### config.mk
export PLATFORM = sky130hd
export DESIGN_NAME = ser_flit_rx
export DESIGN_NICKNAME = d
export VERILOG_FILES = /design/src/rtl/ser_flit_rx.sv
export SDC_FILE = /design/constraint.sdc
export NUM_CORES = 1
export LEC_CHECK = 0
export ABC_AREA = 1
export CORE_ASPECT_RATIO = 1.75
export CORE_UTILIZATION = 60
export DETAILED_ROUTE_END_ITERATION = 10
export PLACE_DENSITY = 0.81
export SYNTH_ARGS = -nofsm -noshare
export SYNTH_HDL_FRONTEND = slang
export SYNTH_SLANG_ARGS = --single-unit
### constraint.sdc
create_clock -name CLK -period 8.7 [get_ports CLK]
set_input_delay 1.74 -clock CLK [delete_from_list [all_inputs] [get_ports CLK]]
set_output_delay 1.74 -clock CLK [all_outputs]
set_load 0.01 [all_outputs]
### src/rtl/ser_flit_rx.sv
// Serial flit receiver: synchronizer, start/data/parity/stop framer, show-ahead FIFO; stop bit on the synced line -> flit_valid next cycle.
// Backpressure via the level not_full credit; a good frame reaching a full FIFO with no pop is dropped and sets sticky ovf_err.
module ser_flit_rx #(
    parameter int FLIT_W      = 32,
    parameter int DEPTH       = 4,
    parameter int AF_MARGIN   = 2,
    parameter int SYNC_STAGES = 2
) (
    input  logic              CLK,
    input  logic              RST_N,
    input  logic              ser_in,
    input  logic              EN_getFlit,
    output logic [FLIT_W-1:0] getFlit,
    output logic              flit_valid,
    output logic              not_full,
    output logic              frame_err,
    output logic [7:0]        par_err_cnt,
    output logic              ovf_err
);

    localparam int CNT_W = $clog2(FLIT_W);
    localparam int PTR_W = $clog2(DEPTH);
    localparam int CW    = PTR_W + 1;
    localparam logic [CW-1:0] DEPTH_C = CW'(DEPTH);
    localparam logic [CW-1:0] AF_C    = CW'(AF_MARGIN);

    typedef enum logic [2:0] {
        S_IDLE,
        S_DATA,
        S_PAR,
        S_STOP,
        S_WAIT_IDLE
    } state_t;

    logic [SYNC_STAGES-1:0] r_sync;
    state_t                 r_state;
    logic [CNT_W-1:0]       r_bit_cnt;
    logic [FLIT_W-1:0]      r_shift;
    logic                   r_par_ok;
    logic                   r_frame_err;
    logic [7:0]             r_par_err_cnt;

    logic [FLIT_W-1:0]      r_mem [DEPTH];
    logic [PTR_W-1:0]       r_wr_ptr;
    logic [PTR_W-1:0]       r_rd_ptr;
    logic [CW-1:0]          r_count;
    logic                   r_not_full;
    logic                   r_ovf;

    logic                   w_s;
    logic                   w_push;
    logic                   w_full;
    logic                   w_empty;
    logic                   w_pop;
    logic                   w_wr;
    logic                   w_ovf;
    logic [CW-1:0]          w_count_next;
    logic [CW-1:0]          w_free;

    // Line idles high, so the synchronizer resets to 1 to avoid a false start bit.
    always_ff @(posedge CLK or posedge RST_N) begin
        if (RST_N) begin
            r_sync <= '1;
        end else begin
            r_sync[0] <= ser_in;
            for (int i = 1; i < SYNC_STAGES; i++) begin
                r_sync[i] <= r_sync[i-1];
            end
        end
    end

    assign w_s = r_sync[SYNC_STAGES-1];

    always_ff @(posedge CLK or posedge RST_N) begin
        if (RST_N) begin
            r_state       <= S_IDLE;
            r_bit_cnt     <= '0;
            r_shift       <= '0;
            r_par_ok      <= 1'b0;
            r_frame_err   <= 1'b0;
            r_par_err_cnt <= '0;
        end else begin
            r_frame_err <= 1'b0;
            case (r_state)
                S_IDLE: begin
                    if (!w_s) begin
                        r_state   <= S_DATA;
                        r_bit_cnt <= '0;
                    end
                end
                S_DATA: begin
                    r_shift[r_bit_cnt] <= w_s;
                    if (r_bit_cnt == CNT_W'(FLIT_W - 1)) begin
                        r_state <= S_PAR;
                    end else begin
                        r_bit_cnt <= r_bit_cnt + CNT_W'(1);
                    end
                end
                S_PAR: begin
                    r_par_ok <= (w_s == ^r_shift);
                    r_state  <= S_STOP;
                end
                S_STOP: begin
                    if (w_s) begin
                        if (!r_par_ok && (r_par_err_cnt != 8'hFF)) begin
                            r_par_err_cnt <= r_par_err_cnt + 8'd1;
                        end
                        r_state <= S_IDLE;
                    end else begin
                        r_frame_err <= 1'b1;
                        r_state     <= S_WAIT_IDLE;
                    end
                end
                S_WAIT_IDLE: begin
                    if (w_s) begin
                        r_state <= S_IDLE;
                    end
                end
                default: r_state <= S_IDLE;
            endcase
        end
    end

    // r_shift is stable through STOP: the next frame cannot enter DATA before IDLE.
    assign w_push  = (r_state == S_STOP) && w_s && r_par_ok;
    assign w_full  = (r_count == DEPTH_C);
    assign w_empty = (r_count == '0);
    assign w_pop   = EN_getFlit && !w_empty;
    assign w_wr    = w_push && (!w_full || w_pop);
    assign w_ovf   = w_push && w_full && !w_pop;

    always_comb begin
        w_count_next = r_count;
        if (w_wr && !w_pop) begin
            w_count_next = r_count + CW'(1);
        end else if (!w_wr && w_pop) begin
            w_count_next = r_count - CW'(1);
        end
    end

    assign w_free = DEPTH_C - w_count_next;

    always_ff @(posedge CLK or posedge RST_N) begin
        if (RST_N) begin
            for (int i = 0; i < DEPTH; i++) begin
                r_mem[i] <= '0;
            end
            r_wr_ptr   <= '0;
            r_rd_ptr   <= '0;
            r_count    <= '0;
            r_not_full <= 1'b1;
            r_ovf      <= 1'b0;
        end else begin
            if (w_wr) begin
                r_mem[r_wr_ptr] <= r_shift;
                r_wr_ptr        <= r_wr_ptr + PTR_W'(1);
            end
            if (w_pop) begin
                r_rd_ptr <= r_rd_ptr + PTR_W'(1);
            end
            r_count    <= w_count_next;
            r_not_full <= (w_free >= AF_C);
            if (w_ovf) begin
                r_ovf <= 1'b1;
            end
        end
    end

    assign getFlit     = r_mem[r_rd_ptr];
    assign flit_valid  = !w_empty;
    assign not_full    = r_not_full;
    assign frame_err   = r_frame_err;
    assign par_err_cnt = r_par_err_cnt;
    assign ovf_err     = r_ovf;

endmodule

; ---- Word-level counts from Yosys, hierarchy flattened
; Index checks and enable logic that the tools add are counted.
; Widths: inputs -> output; s select.
[op_classes]
bitwise_logic = 2
order_cmp = 6
reduce_logical = 24
mux = 21
add_sub_neg = 7
n_eq_ne = 12
[ops]
columns = operator, count
row1 = $bwmux 128, 1
row2 = $mux 32, 3
row3 = $bmux 32 s2, 1
row4 = $demux 32 s2, 1
row5 = $bwmux 32, 1
row6 = $reduce_xor 32->1, 1
row7 = $mux 3, 6
row8 = $pmux 3 s5, 1
row9 = $logic_and 1x1->1, 11
row10 = $mux 5, 2
row11 = $pmux 5 s2, 1
row12 = $reduce_and 3->1, 3
row13 = $add 8x1->8 const B, 1
row14 = $ne 2x2->1 const B, 4
row15 = $ne 8x8->1 const B, 1
row16 = $eq 3x2->1 const B, 2
row17 = $eq 3x3->1 const B, 2
row18 = $ge 3x3->1 const B, 2
row19 = $logic_not 3->1, 2
row20 = $lt 5x6->1 const B, 1
row21 = $not 2->3, 2
row22 = $add 5x1->5 const B, 1
row23 = $demux 1 s5, 1
row24 = $eq 5x5->1 const B, 1
row25 = other kinds (13), 20
[totals]
wordCells = 88
ff_bits = 189
output_inout_bits = 44
input_bits = 4

; ---- Depth between registers and ports, before layout
[logic_depth]
ltp_word = 11
mapped_depth = 15
ltp_nobuf = 15

; ---- Worst setup path after synthesis
; No wires, ideal clock.
[synth_timing]
kind = register to output
startpoint = register r_rd_ptr[0]
endpoint = output getFlit[10]
required_time_ns = 6.960
arrival_time_ns = 1.449
slack_ns = 5.511
n_path_buf = 3
path_stages_with_launch = 7
cell_sequence = dfrtp_1 clkbuf_1 inv_1 clkbuf_1 clkbuf_1 nor2_1 o22ai_1
[synth_via]
elab_chain_cells = 4
[synth_rtl]
columns = item, line_no
row1 = "start, declared", 45  ; logic [PTR_W-1:0] r_rd_ptr;
row2 = "start signal, assigned", 159  ; r_rd_ptr <= r_rd_ptr + PTR_W'(1);
row3 = $not 2->3 (not written as such), 169  ; assign getFlit = r_mem[r_rd_ptr];
row4 = $bmux 32 s2, 169
row5 = $mux 32 (not written as such) (2 in series), 169
row6 = "end, declared", 13  ; output logic [FLIT_W-1:0] getFlit,
; No other way between the ends. The select of a mux whose other input is x is not followed.

; ---- Worst setup path in the final report
[layout_timing]
startpoint = register r_rd_ptr[1]
endpoint = output getFlit[23]
; The elaborated chain is that of the path after synthesis.

==> summary.txt <==
Run status
  – Outcome: finished, final reports clean

Power
  – Lkg Pwr: about 5 nW
  – Final Total Pwr: ~3.3 mW
  – Peak VDD IR: between 0.0002 and 0.00025 V
  – Pwr/cell area: roughly 330 mW/mm^2

Routing
  – TritonRoute pass-1 iters: 6
  – Via count: roughly 7,400
  – Drt wl/cell: 14.8 microns
  – Vias per std cell: ~5.6
  – Final Routed Wirelength: about 20 mm
  – Drt first-iter violations: a little over 500
  – DRC Markers: 0
  – ANT nets after route: 0

GRT
  – Grt total ovfl: 0
  – Gr usage total: around 27%
  – Initial antenna violation count: 0
  – Largest net degree at the start of global routing: 110
  – First-pass GRT wire length: 33.8 mm
  – Number of global-route vias before repair: around 7,200

Yosys
  – Seq/Total Area, Yosys: about half
  – Mapped Nets: 1,134
  – Yosys top cell by area: dfrtp_1
  – Dominant cells by area after synthesis: dfrtp_1 50%, nand2_1 14%, o21ai_1 5.2%, o21ai_0 5.0%, nor2_1 4.1%
  – Cell area after synthesis: between 0.009 and 0.01 sq mm
  – Leading post-synthesis cells by instance count: 354 x nand2_1, 186 x dfrtp_1, 102 x nor2_1
  – Top FF cell, synth: dfrtp_1
  – Number of flops mapped to enable cells by yosys: 0
  – Syn_area_per_cell: roughly 8.3 sq um
  – Synth async-reset ratio: 100%
  – Mapped Cells: around 1,100
  – Synth warn: 0
  – Post-synth cell types: 27
  – Yosys reg bits: between 150 and 200
  – Area fraction of the dominant cell type after synthesis: ~50%
  – Most frequent cell after synthesis: nand2_1

Clock network
  – H-tree level count: 4
  – CTS Buf Count: 17
  – Clk sinks: 189
  – Clock slew at reported path FFs: roughly 0.070 ns
  – Insertion delay to the later sink of the worst-skew pair: 0.43 ns
  – Postcts setup bufs: 0
  – Hold buffers post-CTS: 0
  – Post-CTS Resized: 0
  – TritonCTS clock tree: yes
  – Clk root buf: clkbuf_16
  – Bufs on Longest Clock Path: 2

Setup path
  – FF-to-FF path depth: 5
  – Reg2Reg Setup Slack: 6.16 ns
  – Max FO, Critical Path: 34
  – Critical setup path kind: reg2out
  – WP data required: between 6 and 7 ns
  – Startpoint Class: register
  – Crit-path max cell delay: roughly 1 ns
  – Buffers and inverters on the worst path: 2
  – Crit path cell chain: inv_1 > o21ai_0 > o22ai_1 > clkdlybuf4s50_1
  – R2r endpoint: r_mem[83]$_DFFE_PP0P_
  – Crit path arrival time: 3.20 ns
  – Worst setup EP type: primary output
  – CP max-delay cell: inv_1
  – R2R Path Start: r_sync[1]$_DFF_PP1_
  – Crit path max-delay family: buffers and inverters

Final layout
  – Fill cell count: around 1,200
  – Multi-input logic area: around 0.0039 sq mm
  – Ant diodes: 0
  – Fin nets: between 1,000 and 1,500
  – P&R area growth vs syn: 10.2%
  – Register area: approximately 0.0047 sq mm
  – Final Non-Filler Cells: 1,331
  – Share of cells above drive strength 1: roughly 7.4%

Timing
  – Endpoints failing setup: 0
  – Maximum operating frequency: 203 MHz
  – Slew @ Worst Pin: about 1.1 ns
  – RSZ-0062 raised after global routing: false
  – Final hold viol count: 0
  – Max Slew Vio Count: 0
  – Tcrit/Tclk final: 56.7%
  – Post-layout minimum cycle time: between 4 and 5 ns
  – Slew headroom: between 20% and 30%
  – Setup_tns: 0 ns
  – Fin Clk Skew: 0.0137 ns

Floorplanning
  – Core ar.: around 0.015 sq mm
  – Chip width: approximately 96 microns
  – Standard-cell rows: 59
  – IO Pins: 48
  – Die height: ~170 microns
  – Full die area: around 0.016 sq mm
  – Initial Utilization: a little over 60%

Hold path
  – WHS Path Cells: 0
  – Hold Crit Class: reg2reg
  – Worst Hold Path EP: r_sync[1]$_DFF_PP1_
  – HP Start: r_sync[0]$_DFF_PP1_

Placed design
  – DP HPWL: around 13 mm
  – GPL Wtd Cong: between 0.8 and 0.9
  – Dpl cells: approximately 1,300
  – Count of buffers from port buffering: between 40 and 50

Flow run
  – Maxcap violations: 0
[worst max-delay path by stage]
stage	startpoint	to	slack, ns	cells past startpoint
finish	r_rd_ptr[1]$_DFFE_PP0N_	getFlit[23]	3.76	4
global route	r_rd_ptr[1]$_DFFE_PP0N_	getFlit[24]	3.50	4
CTS	r_rd_ptr[1]$_DFFE_PP0N_	getFlit[8]	3.74	4
detailed placement	r_rd_ptr[1]$_DFFE_PP0N_	getFlit[10]	4.20	4
global placement	r_rd_ptr[1]$_DFFE_PP0N_	getFlit[4]	4.32	4
floorplan	RST_N	frame_err$_DFF_PP0_	1.82	1
[placed cells by master, fill, tap and decap left out]
master	Yosys	final
or2_2	1	1
nand3_1	20	20
nand3_2	1	1
a21oi_4	1	1
o21ai_0	92	92
o21ai_1	96	96
clkbuf_8	0	1
nor3_1	4	4
clkbuf_16	0	17
xnor2_1	4	4
clkdlybuf4s50_1	0	47
clkinv_4	0	2
dfrtp_1	186	185
inv_8	0	2
clkinv_8	0	3
nor2_1	102	102
o22ai_1	32	32
xor2_1	10	10
o21ai_2	33	33
inv_6	0	7
dfrtp_2	0	1
nand4_1	1	1
dfstp_2	3	3
nor3_4	1	1
a31oi_1	12	12
inv_1	74	72
ha_1	15	15
a31o_2	1	1
nand2_4	5	5
nand2_1	354	354
buf_4	0	2
inv_2	1	2
clkinv_2	0	1
a21oi_1	17	17
nor3_2	1	1
[through the flow]
stage               util (%)  instance area (sq um)  setup slack [ns]  hold WS [ns]
finish                  68.0                  10200              3.76         0.358
detailed placement      64.0                   9600              4.20         0.347
global route            68.0                  10200              3.50         0.362
global placement        64.0                   9600              4.32         0.348
floorplan                  -                   9240              1.82         0.345
CTS                     68.0                  10200              3.74         0.358
[power breakdown]
group          switching [mW]  internal [mW]
logic                   0.797          0.548
registers               0.149           1.07
clock network           0.372          0.391
total                    1.32           2.01
[area by class of cell]
| type | count | area share [%] |
|---|---|---|
| flip-flops and latches | 189 | 46.5 |
| repair buffers | 49 | 4.77 |
| clock buffers | 18 | 4.31 |
| well taps | 183 | 2.25 |
| clock inverters | 14 | 1.44 |
| multi-input cells | 803 | 37.9 |
| inverters | 75 | 2.81 |
[state kept, by name, indices dropped and copies added, names as in the netlist, 2 cells and up]
register,cells
r_sync,2
r_state,3
r_count,3
r_wr_ptr,2
r_shift,32
par_err_cnt,8
r_bit_cnt,5
r_rd_ptr,2
r_mem,128
[layer usage]
layer,track usage (%),share of wire [%]
met1,33.4,42
met2,48.2,54
met3,3.89,2.5
met4,8.57,1.7
met5,0,0
[cells by family after synthesis]
| group | count (synthesis) | synth area share [%] |
|---|---|---|
| and+or+nand+nor | 490 | 21.0 |
| AOI/OAI and AO/OA | 284 | 17.5 |
| DFF | 189 | 51.2 |
| buffers and inverters | 123 | 6.95 |
| adders and majority gates | 15 | 2.03 |
| xor gates and xnor gates | 14 | 1.33 |
No activity file was read; power rests on OpenSTA's default activity.
